--- src/rtl/key_scanner.sv ---
// Key synchroniser/debouncer with lowest-index encoder and FX0A wait-for-key handshake.
// Optional per-key debounce counters are built only when KEY_DEBOUNCE_EN is defined.
module key_scanner #(
  parameter int NUM_KEYS        = 16,
  parameter int CODE_W          = $clog2(NUM_KEYS),
  parameter int DEBOUNCE_CYCLES = 1000
) (
  input  logic                clk,
  input  logic                rst,
  input  logic [NUM_KEYS-1:0] inputs,
  output logic [NUM_KEYS-1:0] key_down,
  output logic                key_pressed,
  output logic [CODE_W-1:0]   key_code,
  output logic                key_multi,
  input  logic                wait_req,
  output logic                wait_valid,
  output logic [CODE_W-1:0]   wait_code,
  input  logic                wait_ack,
  output logic [1:0]          dbg_state
);

  if (NUM_KEYS < 2 || DEBOUNCE_CYCLES < 1) begin : g_bad_params
    $error("key_scanner: NUM_KEYS must be >= 2 and DEBOUNCE_CYCLES >= 1");
  end

  typedef enum logic [1:0] {ST_IDLE, ST_ARMED, ST_HOLD, ST_DONE} wait_state_e;

  logic [NUM_KEYS-1:0] s1_q, s2_q;
  logic [NUM_KEYS-1:0] key_down_dly_q;
  logic [NUM_KEYS-1:0] rise;
  logic                pressed_q, multi_q;
  logic [CODE_W-1:0]   code_q, wait_code_q, wait_code_d;
  logic [CODE_W-1:0]   enc_code;
  logic                enc_any, enc_multi;
  wait_state_e         state_q, state_d;

  function automatic logic [CODE_W-1:0] lowest_idx(input logic [NUM_KEYS-1:0] v);
    logic [CODE_W-1:0] r;
    r = '0;
    for (int i = NUM_KEYS - 1; i >= 0; i--) begin
      if (v[i]) r = CODE_W'(i);
    end
    return r;
  endfunction

  always_ff @(posedge clk) begin
    if (rst) begin
      s1_q <= '0;
      s2_q <= '0;
    end else begin
      s1_q <= inputs;
      s2_q <= s1_q;
    end
  end

`ifdef KEY_DEBOUNCE_EN
  localparam int CNT_W = (DEBOUNCE_CYCLES > 1) ? $clog2(DEBOUNCE_CYCLES) : 1;
  localparam logic [CNT_W-1:0] CNT_LAST = CNT_W'(DEBOUNCE_CYCLES - 1);

  logic [CNT_W-1:0]    cnt_q [NUM_KEYS];
  logic [NUM_KEYS-1:0] key_down_q;

  // Each key accepts a new level only after it has differed for DEBOUNCE_CYCLES samples.
  always_ff @(posedge clk) begin
    if (rst) begin
      key_down_q <= '0;
      for (int i = 0; i < NUM_KEYS; i++) cnt_q[i] <= '0;
    end else begin
      for (int i = 0; i < NUM_KEYS; i++) begin
        if (s2_q[i] == key_down_q[i]) begin
          cnt_q[i] <= '0;
        end else if (cnt_q[i] == CNT_LAST) begin
          key_down_q[i] <= s2_q[i];
          cnt_q[i]      <= '0;
        end else begin
          cnt_q[i] <= cnt_q[i] + 1'b1;
        end
      end
    end
  end

  assign key_down = key_down_q;
`else
  assign key_down = s2_q;
`endif

  assign rise = key_down & ~key_down_dly_q;

  always_comb begin
    enc_any   = 1'b0;
    enc_multi = 1'b0;
    for (int i = 0; i < NUM_KEYS; i++) begin
      if (key_down[i]) begin
        if (enc_any) enc_multi = 1'b1;
        enc_any = 1'b1;
      end
    end
    enc_code = lowest_idx(key_down);
  end

  always_ff @(posedge clk) begin
    if (rst) begin
      key_down_dly_q <= '0;
      pressed_q      <= 1'b0;
      code_q         <= '0;
      multi_q        <= 1'b0;
    end else begin
      key_down_dly_q <= key_down;
      pressed_q      <= enc_any;
      code_q         <= enc_code;
      multi_q        <= enc_multi;
    end
  end

  always_ff @(posedge clk) begin
    if (rst) begin
      state_q     <= ST_IDLE;
      wait_code_q <= '0;
    end else begin
      state_q     <= state_d;
      wait_code_q <= wait_code_d;
    end
  end

  // Only fresh presses (rise) count once armed, so keys held at arm time are ignored.
  always_comb begin
    state_d     = state_q;
    wait_code_d = wait_code_q;
    case (state_q)
      ST_IDLE:  if (wait_req) state_d = ST_ARMED;
      ST_ARMED: begin
        if (rise != '0) begin
          wait_code_d = lowest_idx(rise);
          state_d     = ST_HOLD;
        end
      end
      ST_HOLD:  if (!key_down[wait_code_q]) state_d = ST_DONE;
      ST_DONE:  if (wait_ack) state_d = wait_req ? ST_ARMED : ST_IDLE;
      default:  state_d = ST_IDLE;
    endcase
  end

  assign key_pressed = pressed_q;
  assign key_code    = code_q;
  assign key_multi   = multi_q;
  assign wait_valid  = (state_q == ST_DONE);
  assign wait_code   = wait_code_q;
  assign dbg_state   = state_q;

endmodule

--- config.mk ---
export PLATFORM = sky130hd
export DESIGN_NAME = key_scanner
export DESIGN_NICKNAME = d
export VERILOG_FILES = /design/src/rtl/key_scanner.sv
export SDC_FILE = /design/constraint.sdc
export NUM_CORES = 1
export LEC_CHECK = 0
export BUFFER_PORTS_ARGS = -buffer_cell sky130_fd_sc_hd__buf_2
export CORE_UTILIZATION = 45
export CTS_BUF_LIST = sky130_fd_sc_hd__clkbuf_16
export DETAILED_ROUTE_END_ITERATION = 10
export PLACE_DENSITY = 0.71
export SLEW_MARGIN = 20
export SYNTH_ARGS = -nofsm -noshare
export SYNTH_HDL_FRONTEND = slang
export SYNTH_SLANG_ARGS = --single-unit
export TNS_END_PERCENT = 1
--- constraint.sdc ---
create_clock -name clk -period 1.9 [get_ports clk]
set_input_delay 0.19 -clock clk [delete_from_list [all_inputs] [get_ports clk]]
set_output_delay 0.19 -clock clk [all_outputs]
set_load 0.1 [all_outputs]
Word-level counts from Yosys, hierarchy flattened --
Index checks and enable logic that the tools add are counted.
Operators by class: reductions and logical operators 8, mux-type cells 85, divide/modulo/power cells 0, equal/unequal tests 7, bitwise logic cells 2, shifts and indexed selects 0, add/subtract/negate cells 0, $lt $le $gt $ge 1, $mul 0
Operators with widths (number):
- 2-to-1 mux 4 bit | 24
- 2-to-1 mux 1 bit | 49
- AND 16 bit | 1
- NOT 16 bit | 1
- nonzero test 16 bit | 1
- 2-to-1 mux 2 bit | 6
- 2-to-1 mux 3 bit | 4
- OR reduction 9 bit | 1
- case mux 2 bit (4 select lines) | 1
- != test 2 bit (second input constant) | 3
- < comparator 4 x 5 -> 1 bit (second input constant) | 1
- OR reduction 5 bit | 1
- binary-select mux 1 bit (select 4 bit) | 1
- equality test 2 bit (second input constant) | 2
- AND reduction 4 bit | 1
- OR reduction 3 bit | 1
- equality test 2 x 1 -> 1 bit (second input constant) | 1
- logical NOT 2 bit | 1
- != test 2 x 1 -> 1 bit (second input constant) | 1
- AND reduction 2 bit | 1
- OR reduction 2 bit | 1
Word-level totals: logic and storage cells 114, bits in latches 0, register bits 60, memory bits (writable) 0, memories 0, memory bits (read-only) 0

Depth between registers and ports, before layout --
Gate-level depths: netlist of run 1.
depth after elaboration 31, depth in mapped cells 8, depth with buffers taken out 8

Worst setup path before layout of run 1 --
No wires, ideal clock.
path kind register to register, start point register state_q[1], in the netlist dbg_state[1], end point register state_q[0], in the netlist dbg_state[0], data arrival time 2.618 ns, path slack -0.813 ns, data required time 1.805 ns, period minus slack after synthesis 2.713 ns, stages on the path, launching flop included 6, library setup time 0.095 ns, path through dfxtp_1 > ha_1 > inv_1 > o22ai_1 > a211oi_4 > a221oi_1
On the way: longest elaborated chain between the ends 3, elaborated cells between the ends (all ways) 10, classes of those cells 7 x eq/ne; 1 x mux; 2 x reduce/logical
Ends and longest elaborated chain:
- from (decl) | RTL line 35 | wait_state_e state_q, state_d;
- from (signal assigned) | RTL line 120 | state_q <= state_d;
- equality test 2 bit *
- named net wait_valid | RTL line 16 | output logic wait_valid,
- != test 2 x 1 -> 1 bit (no line)
- AND reduction 4 bit (no line)
Mark *: on every way through the listed nets, which the timed path passes. The rest lies on a longest branch. A chain may end at the register's enable or synchronous reset.

Worst setup path after layout of run 1 --
start point register wait_code_q[0], in the netlist wait_code[0], end point register state_q[0], in the netlist dbg_state[0]
On the way: longest elaborated chain between the ends 4
Ends and longest elaborated chain:
- from (decl) | RTL line 32 | logic [CODE_W-1:0] code_q, wait_code_q, wait_code_d;
- from (signal assigned) | RTL line 121 | wait_code_q <= wait_code_d;
- binary-select mux 1 bit (select 4 bit) | RTL line 137 | ST_HOLD: if (!key_down[wait_code_q]) state_d = ST_DONE;
- 2-to-1 mux 1 bit (implied by the code) | RTL line 137
- != test 2 bit (no line)
- AND reduction 4 bit (no line)
No other way between the ends. The select of a mux whose other input is x is not followed.

==> metrics, run 1 <==
outcome completed; die width 75.75 um; Layout area overhead 32.36%; area share of the largest cell type after synthesis 49.08%; RSZ-0062 raised after global routing yes; final setup vio count 0; final std cells w/o fill 394; worst path cell trace mux4_2 -> a32oi_2 -> o31ai_2 -> a211oi_4 -> o21ai_1 -> a221oi_2; Layout Nets 344; IO Port Bufs 48; hold buffers post-CTS 0; core area 5172 um^2; max cap viols 0; Max VDD drop 0.6838 mV; Unique masters post-synth 41; mux cell area share after synthesis 4.601%; later-pin clock latency in the skew report 0.33 ns; Pleak 1.449 nW; Simple-Gate Fraction of Synth Area 27.71%; Critical-path top delay cell mux4_2; Cell Area, Synth 2447 um^2; sw frac 35.18%; Avg Cell Area, Syn 9.712 um^2; Final Critical Period 1.896 ns; Worst Tran Pin Value 0.5814 ns; CTS sink cnt 60; Synth area leaders dfxtp_1, nor2b_1, nor2_1; hold slack 0.06877 ns; grt ovf 0; Global Route Usage Sum 19.97%; fraction of the mapped netlist area in adder cells 3.783%; Crit Reg-Reg Startpoint wait_code[0]; Synth Area in XOR/XNOR 0%; EDFF count, synth 0; Hold Crit Class in2reg; largest family of logic cells by synthesized area simple AND/OR/NAND/NOR gates; Slew HR 61.24%; Util after Layout 62.63%; Synth Area in Compound Gates 11.35%; via count 1,931; CTS buffer count 9; final worst-path cycle share 99.79%; CP top delay family compound AO/OA/AOI/OAI gates; Setup CP Type reg2reg; first-pass GRT wire length 8.148 mm; RR Endpoint dbg_state[0]; drt first pass iters 4; Initial DRC Count 88; Placed Area 2910 um^2; post-route ant nets 0; Hold Path Cell Cnt 2; worst endpoint data arrival time 2.13 ns; Mapped Nets 277; CP Max Fanout 4; hold path startpoint inputs[12]; Post-Syn Instances 252; Reg2Reg Setup Slack 0.004 ns; cell taking the most area after synthesis dfxtp_1; overall power 4.200 mW; H-tree depth 3; WL final 5.055 mm; max incr delay on CP 0.51 ns; initial antenna violation count 0; WL/cell 12.83 um; post-route cell area 3239 um^2; Async S/R FF share, synth 0%; Die Ht 75.75 um; skew final 0.004808 ns; final hold vios 0; Clock Tree Root clkbuf_16; Critical path buffers and inverters 0; clock buffer depth 2; sequential share of power 34.7%; most common cell in the netlist dfxtp_1; hold path endpoint s1_q[12]; largest net degree at the start of global routing 34; dpl hpwl 3.668 mm; crit end category flop; R2R depth 6; Critical Path Start Type flop; Final Wtd Congestion 0.9460; Via-to-Cell Ratio 4.901; Clock Power Share 37.9%; ys flop type dfxtp_1; initial core utilization 47.31%; PD cells 1297 nW/um^2; vias in the first global route 1,804; TritonCTS clock tree done; n_diodes 0; CP Depth 6; placed insts 378; Psw 1.477 mW; Power Internal 2.723 mW; sequential area share after synthesis 49.08%; top cells by count, synth dfxtp_1, nor2b_1, nor2_1, nand2_1, nand2b_1; die area 5737 um^2; CP Data Required Time 2.14 ns; Synth warnings 0; num rows 26; share of cells above drive strength 1 34.88%; Worst-path clk slew 0.05 ns; fmax 527.4 MHz; DRC 0; FF+latch count, synth 60; Max Slew Vio Count 0; I/O pins 49; Post-CTS Setup Inserts 0; Logic pwr share 27.4%
==> cell families after synthesis <==
group	Yosys count
multiplexers	7
flip-flops	60
AND/OR/NAND/NOR	119
AO/OA/AOI/OAI	38
adder cells (fa/ha/maj)	8
buffers and inverters	20
==> power groups by stage <==
| stage | Clock (mW) | Sequential, mW | Combinational, mW |
|---|---|---|---|
| floorplan | 0 | 1.93 | 0.454 |
| global placement | 0 | 1.48 | 1.12 |
| detailed placement | 0 | 1.48 | 1.12 |
| CTS | 1.62 | 1.46 | 1.14 |
| global route | 1.69 | 1.48 | 1.24 |
| finish | 1.59 | 1.46 | 1.15 |
==> sequential cells by signal (all words and copies together) (netlist names) <==
signal          cells
key_down           16
s1_q               16
dbg_state           2
key_code            4
key_down_dly_q     16
wait_code           4
key_multi           1
key_pressed         1
==> worst reg2reg max path, cell delays in order (launching register included) <==
cell and delay, ns:
dfxtp_4 0.37, mux4_2 0.51, a32oi_2 0.22, o31ai_2 0.11, a211oi_4 0.23, o21ai_1 0.12
a221oi_2 0.24
==> layer usage <==
| layer | global-route usage (%) | routed length (um) | up-vias |
|---|---|---|---|
| met1 | 23.73 | 2292 | 861 |
| met5 | 0 | 0 | - |
| met2 | 30.97 | 2345 | 55 |
| li1 | - | - | 1001 |
| met3 | 5.688 | 290 | 14 |
| met4 | 14.20 | 126 | 0 |
==> repair_timing <==
action,in CTS,in global routing
pin swaps,1,0
gates resized for setup,2,3
setup endpoints to repair,1,4
==> placed cells by master, fill, tap and decap left out, types with 3 or more instances in the layout <==
cell type	netlist	layout
a211oi_1	6	6
a21oi_1	6	6
and3_1	3	3
buf_2	2	48
buf_4	0	20
clkbuf_16	0	9
dfxtp_1	60	40
dfxtp_2	0	15
dfxtp_4	0	5
ha_1	5	4
inv_1	8	8
maj3_1	3	3
mux2i_1	3	3
nand2_1	11	11
nand2b_1	10	10
nor2_1	17	17
nor2b_1	58	58
nor3_1	7	7
nor4_1	4	3
o21ai_0	5	5
==> layout make-up <==
class / count / area [um^2]
sequential: 60 / 1239
clock inverter: 7 / 72.57
inverter: 8 / 30.03
tap: 70 / 87.58
multi-input combinational: 172 / 1195
timing repair buffer: 68 / 390.4
fill: 431 / 1933
clock buffer: 9 / 225.2
==> worst max-delay path by stage <==
stage	end	start
after CTS	dbg_state[0]	wait_code[0]
after global placement	dbg_state[0]	wait_code[0]
after global routing	dbg_state[0]	wait_code[0]
after floorplan	dbg_state[0]	wait_code[0]
final	dbg_state[0]	wait_code[0]
after detailed placement	dbg_state[0]	wait_code[0]
==> stage by stage <==
stage	setup TNS [ns]	setup WS (ns)
final	0	0.004028
after global routing	-0.07941	-0.06655
after CTS	-0.005145	-0.005145
after detailed placement	-0.02020	-0.02020
after global placement	0	0.03341
after floorplan	-0.4013	-0.2327
No activity file was read; power rests on OpenSTA's default activity.
==> inputs of run 2 (changes only) <==
- MAX_ROUTING_LAYER: not set -> met4
- clock period: 1.9 -> 1.6 ns (I/O delays scaled with it)
==> run 2 against run 1 <==
The run now ends with negative setup slack left; critical path depth stayed put; first-iteration DRC count up 2.3%; clock power increased by 14%; core utilization rose by 5.1 points; non-clock buffer count is 35 higher; via count increased by 9.1%; fmax fell by 1.7%; critical path type unchanged; clock skew grew 0.0014 ns; worst hold slack worse by 0.023 ns; power rose by 21%.
==> metrics, run 2 (synthesized netlist as in run 1, its figures left out) <==
outcome finished with violations (was completed); failing checks negative setup slack; Layout area overhead 43.05% (was 32.36%); IO Port Bufs 48 (unchanged); Util after Layout 67.68% (was 62.63%); WL final 5.584 mm (was 5.055 mm); PD cells 1446 nW/um^2 (was 1297 nW/um^2); crit end category flop (unchanged); Global Route Usage Sum 21.79% (was 19.97%); final hold vios 0 (unchanged); Post-CTS Setup Inserts 0 (unchanged); largest net degree at the start of global routing 27 (was 34); post-route cell area 3501 um^2 (was 3239 um^2); Placed Area 3173 um^2 (was 2910 um^2); I/O pins 49 (unchanged); TritonCTS clock tree done (unchanged); grt ovf 0 (unchanged); final worst setup slack -0.3294 ns (was 0.004028 ns); fmax 518.3 MHz (was 527.4 MHz); vias in the first global route 1,929 (was 1,804); share of cells above drive strength 1 42.18% (was 34.88%); Worst Tran Pin Value 0.4911 ns (was 0.5814 ns); Hold Crit Class in2reg (unchanged); CP Max Fanout 4 (unchanged); CP Data Required Time 1.81 ns (was 2.14 ns); skew final 0.006211 ns (was 0.004808 ns); Slew HR 67.48% (was 61.24%); Max Slew Vio Count 0 (unchanged); drt first pass iters 4 (unchanged); Final Critical Period 1.929 ns (was 1.896 ns); core area 5172 um^2 (unchanged); die area 5737 um^2 (unchanged); num rows 26 (unchanged); later-pin clock latency in the skew report 0.32 ns (was 0.33 ns); H-tree depth 3 (unchanged); initial core utilization 47.31% (unchanged); final setup vio count 6 (was 0); die width 75.75 um (unchanged); worst endpoint data arrival time 2.14 ns (was 2.13 ns); Clock Tree Root clkbuf_16 (unchanged); final setup TNS -0.8566 ns (was 0 ns); RSZ-0062 raised after global routing yes (unchanged); Max VDD drop 0.9094 mV (was 0.6838 mV); Final Wtd Congestion 0.8479 (was 0.9460); CTS buffer count 9 (unchanged); Worst-path clk slew 0.05 ns (about the same); Layout Nets 379 (was 344); Die Ht 75.75 um (unchanged); n_diodes 0 (unchanged); Setup CP Type reg2reg (unchanged); most common cell after layout, fill and taps aside nor2b_1 (unchanged); Critical Path Start Type flop (unchanged); first-pass GRT wire length 8.597 mm (was 8.148 mm); worst slack, placed -0.3482 ns (was -0.02020 ns); initial antenna violation count 0 (unchanged); Initial DRC Count 90 (was 88); post-route ant nets 0 (unchanged); Via-to-Cell Ratio 4.921 (was 4.901); final worst-path cycle share 120.6% (was 99.79%); Filler cells 411 (was 431); Pleak 1.624 nW (was 1.449 nW); via count 2,106 (was 1,931); CTS sink cnt 60 (unchanged); WL/cell 13.05 um (was 12.83 um); dpl hpwl 4.078 mm (was 3.668 mm); clock buffer depth 2 (unchanged); overall power 5.062 mW (was 4.200 mW); highest-count cells in the layout ignoring fill and taps nor2b_1, buf_4, buf_2 (was nor2b_1, buf_2, dfxtp_1); max cap viols 0 (unchanged); DRC 0 (unchanged)
-- run 2: final timing paths --
path	from	endpoint	slack, ns	cells past startpoint
max	wait_code[0]	dbg_state[0]	-0.33	6
min	inputs[7]	s1_q[7]	0.05	2
max reg2reg	wait_code[0]	dbg_state[0]	-0.33	6
min reg2reg	s1_q[0]	key_down[0]	0.43	1
-- run 2: per-layer routing --
layer  share of wire, %  GRT usage [%]
met5                  0              -
met1                 45          25.60
met4                2.5          11.93
met2                 48          34.22
met3                4.6          5.291
-- run 2: area by class of cell --
cell class | count | area (um^2) | area share, %
Tap cell | 70 | 87.58 | 2.502
Clock inverter | 6 | 55.05 | 1.573
Clock buffer | 9 | 225.2 | 6.433
Inverter | 8 | 30.03 | 0.8578
Sequential cell | 60 | 1239 | 35.38
Multi-Input combinational cell | 172 | 1211 | 34.60
Timing Repair Buffer | 103 | 653.1 | 18.66
-- run 2: stage by stage --
stage          instances  hold WS [ns]
3_3_place_gp         413        0.3666
5_1_grt              428       0.05438
6_report             428       0.04562
3_5_place_dp         413        0.3732
4_1_cts              428       0.04044
2_1_floorplan        252        0.2882
-- run 2: timing repair --
item                                   CTS  global route
hold buffers                             0             0
pin swaps                                0             1
setup endpoints to repair                7             9
gates resized for setup                  6             3
endpoints found under the hold margin    0             0
-- run 2: critical path: stages, from the launching register on --
cell and delay, ns:
dfxtp_4 0.37, mux4_2 0.51, a32oi_2 0.22, o31ai_2 0.12, a211oi_4 0.21, o21ai_1 0.10
a221oi_1 0.29
-- run 2: power breakdown --
| group | switching [mW] | leakage, nW | internal, mW | total, mW |
|---|---|---|---|---|
| Clock | 0.641 | 0.143 | 1.18 | 1.82 |
| Combinational | 1.03 | 0.978 | 0.505 | 1.54 |
| Sequential | 0.0810 | 0.503 | 1.62 | 1.70 |
==> inputs of run 3 (changes only) <==
- SKIP_LAST_GASP: not set -> 1
==> run 3 against run 2 <==
The flow still finishes with violations (negative setup slack); register-to-register slack barely moved; clock skew barely moved; critical path depth did not move.
==> metrics, run 3 (synthesized netlist as in run 1, its figures left out) <==
Worst-path clk slew 0.05 ns (about the same); Post-CTS Setup Inserts 0 (unchanged); hold slack 0.04626 ns (was 0.04562 ns); Setup CP Type reg2reg (unchanged); via count 2,130 (was 2,106); initial antenna violation count 0 (unchanged); CP Max Fanout 4 (unchanged); Global Route Usage Sum 21.76% (was 21.79%); Critical path buffers and inverters 0 (unchanged); most common cell after layout, fill and taps aside nor2b_1 (unchanged); crit end category flop (unchanged); hold buffers post-CTS 0 (unchanged); TritonCTS clock tree done (unchanged); Critical-path top delay cell mux4_2 (unchanged); DRC 0 (unchanged); drt first pass iters 4 (unchanged); Placed Area 3173 um^2 (unchanged); Reg2Reg Setup Slack -0.32 ns (was -0.33 ns); Hold Crit Class in2reg (unchanged); post-route cell area 3466 um^2 (was 3501 um^2); outcome finished with violations (unchanged); initial core utilization 47.31% (unchanged); n_diodes 0 (unchanged); I/O pins 49 (unchanged); worst path cell trace mux4_2 -> a32oi_2 -> o31ai_2 -> a211oi_4 -> o21ai_1 -> a221oi_1 (unchanged); Die Ht 75.75 um (unchanged); max incr delay on CP 0.51 ns (about the same); first-pass GRT wire length 8.576 mm (was 8.597 mm); final hold vios 0 (unchanged); RR Endpoint dbg_state[0] (unchanged); fmax 520.6 MHz (was 518.3 MHz); CP Data Required Time 1.82 ns (was 1.81 ns); share of cells above drive strength 1 40.22% (was 42.18%); Final Wtd Congestion 0.8479 (unchanged); RSZ-0062 raised after global routing yes (unchanged); R2R depth 6 (unchanged); Critical Path Start Type flop (unchanged); core area 5172 um^2 (unchanged); CP top delay family compound AO/OA/AOI/OAI gates (unchanged); dpl hpwl 4.078 mm (unchanged); later-pin clock latency in the skew report 0.32 ns (about the same); Layout Nets 379 (unchanged); Hold Path Cell Cnt 2 (unchanged); hold path startpoint inputs[2] (was inputs[7]); failing checks negative setup slack (unchanged); max cap viols 0 (unchanged); final setup TNS -0.9836 ns (was -0.8566 ns); Max Slew Vio Count 0 (unchanged); post-route ant nets 0 (unchanged); worst endpoint data arrival time 2.14 ns (about the same); IO Port Bufs 48 (unchanged); Crit Reg-Reg Startpoint wait_code[0] (unchanged); Final Critical Period 1.921 ns (was 1.929 ns); WL final 5.558 mm (was 5.584 mm); CTS sink cnt 60 (unchanged); hold path endpoint s1_q[2] (was s1_q[7]); die width 75.75 um (unchanged); Layout area overhead 41.62% (was 43.05%); die area 5737 um^2 (unchanged); Slew HR 67.46% (was 67.48%); final worst-path cycle share 120.1% (was 120.6%); num rows 26 (unchanged); skew final 0.006557 ns (was 0.006211 ns); overall power 5.035 mW (was 5.062 mW); Max VDD drop 0.9009 mV (was 0.9094 mV); vias in the first global route 1,919 (was 1,929); PD cells 1453 nW/um^2 (was 1446 nW/um^2); final setup vio count 7 (was 6); Worst Tran Pin Value 0.4915 ns (was 0.4911 ns); clock buffer depth 2 (unchanged); H-tree depth 3 (unchanged); worst slack, placed -0.3482 ns (unchanged); Clock Tree Root clkbuf_16 (unchanged); Filler cells 419 (was 411); grt ovf 0 (unchanged); Via-to-Cell Ratio 4.977 (was 4.921); highest-count cells in the layout ignoring fill and taps nor2b_1, buf_4, buf_2 (unchanged); largest net degree at the start of global routing 27 (unchanged); WL/cell 12.99 um (was 13.05 um); final worst setup slack -0.3210 ns (was -0.3294 ns); Initial DRC Count 93 (was 90); CTS buffer count 9 (unchanged); Pleak 1.614 nW (was 1.624 nW)
[run 3: cell counts in the layout (fill, tap and decap cells not counted)]
No cell type changed its count.
[run 3: metrics by stage]
stage,util [%],std cells
floorplan,-,252
global placement,61.34,413
detailed placement,61.34,413
CTS,67.01,428
global route,67.01,428
finish,67.01,428
[run 3: layout make-up]
type / instances / area, um^2 / area share (%)
sequential: 60 / 1239 / 35.74
multi-input combinational: 172 / 1176 / 33.94
timing repair buffer: 103 / 653.1 / 18.84
clock buffer: 9 / 225.2 / 6.498
tap: 70 / 87.58 / 2.527
clock inverter: 6 / 55.05 / 1.588
inverter: 8 / 30.03 / 0.8664
[run 3: repair_timing]
| item | in CTS | in global routing |
|---|---|---|
| setup endpoints to repair | 7 | 9 |
| pin swaps | 0 | 0 |
| gates resized for setup | 2 | 0 |
[run 3: power breakdown]
part,leakage (nW),total (mW),internal (mW),switching [mW]
Clock,0.143,1.82,1.18,0.637
Sequential,0.503,1.70,1.62,0.0798
Combinational,0.968,1.52,0.494,1.02
Total,1.61,5.03,3.30,1.74
[run 3: worst max path at each step]
stage	startpoint	to	slack [ns]	cells past startpoint
6_report	wait_code[0]	dbg_state[0]	-0.32	6
5_1_grt	wait_code[0]	dbg_state[0]	-0.38	6
4_1_cts	wait_code[0]	dbg_state[0]	-0.35	6
3_5_place_dp	wait_code[0]	dbg_state[0]	-0.35	6
3_3_place_gp	wait_code[0]	dbg_state[0]	-0.27	6
2_1_floorplan	wait_code[0]	dbg_state[0]	-0.53	7
[run 3: routing by layer]
| layer | share of wire (%) | track usage (%) | wire (um) | vias to the layer above |
|---|---|---|---|---|
| li1 | - | - | - | 1069 |
| met1 | 45 | 25.60 | 2518 | 978 |
| met2 | 48 | 34.12 | 2650 | 68 |
| met3 | 4.5 | 5.291 | 249 | 15 |
| met4 | 2.5 | 11.93 | 140 | 0 |
| met5 | 0 | - | 0 | - |
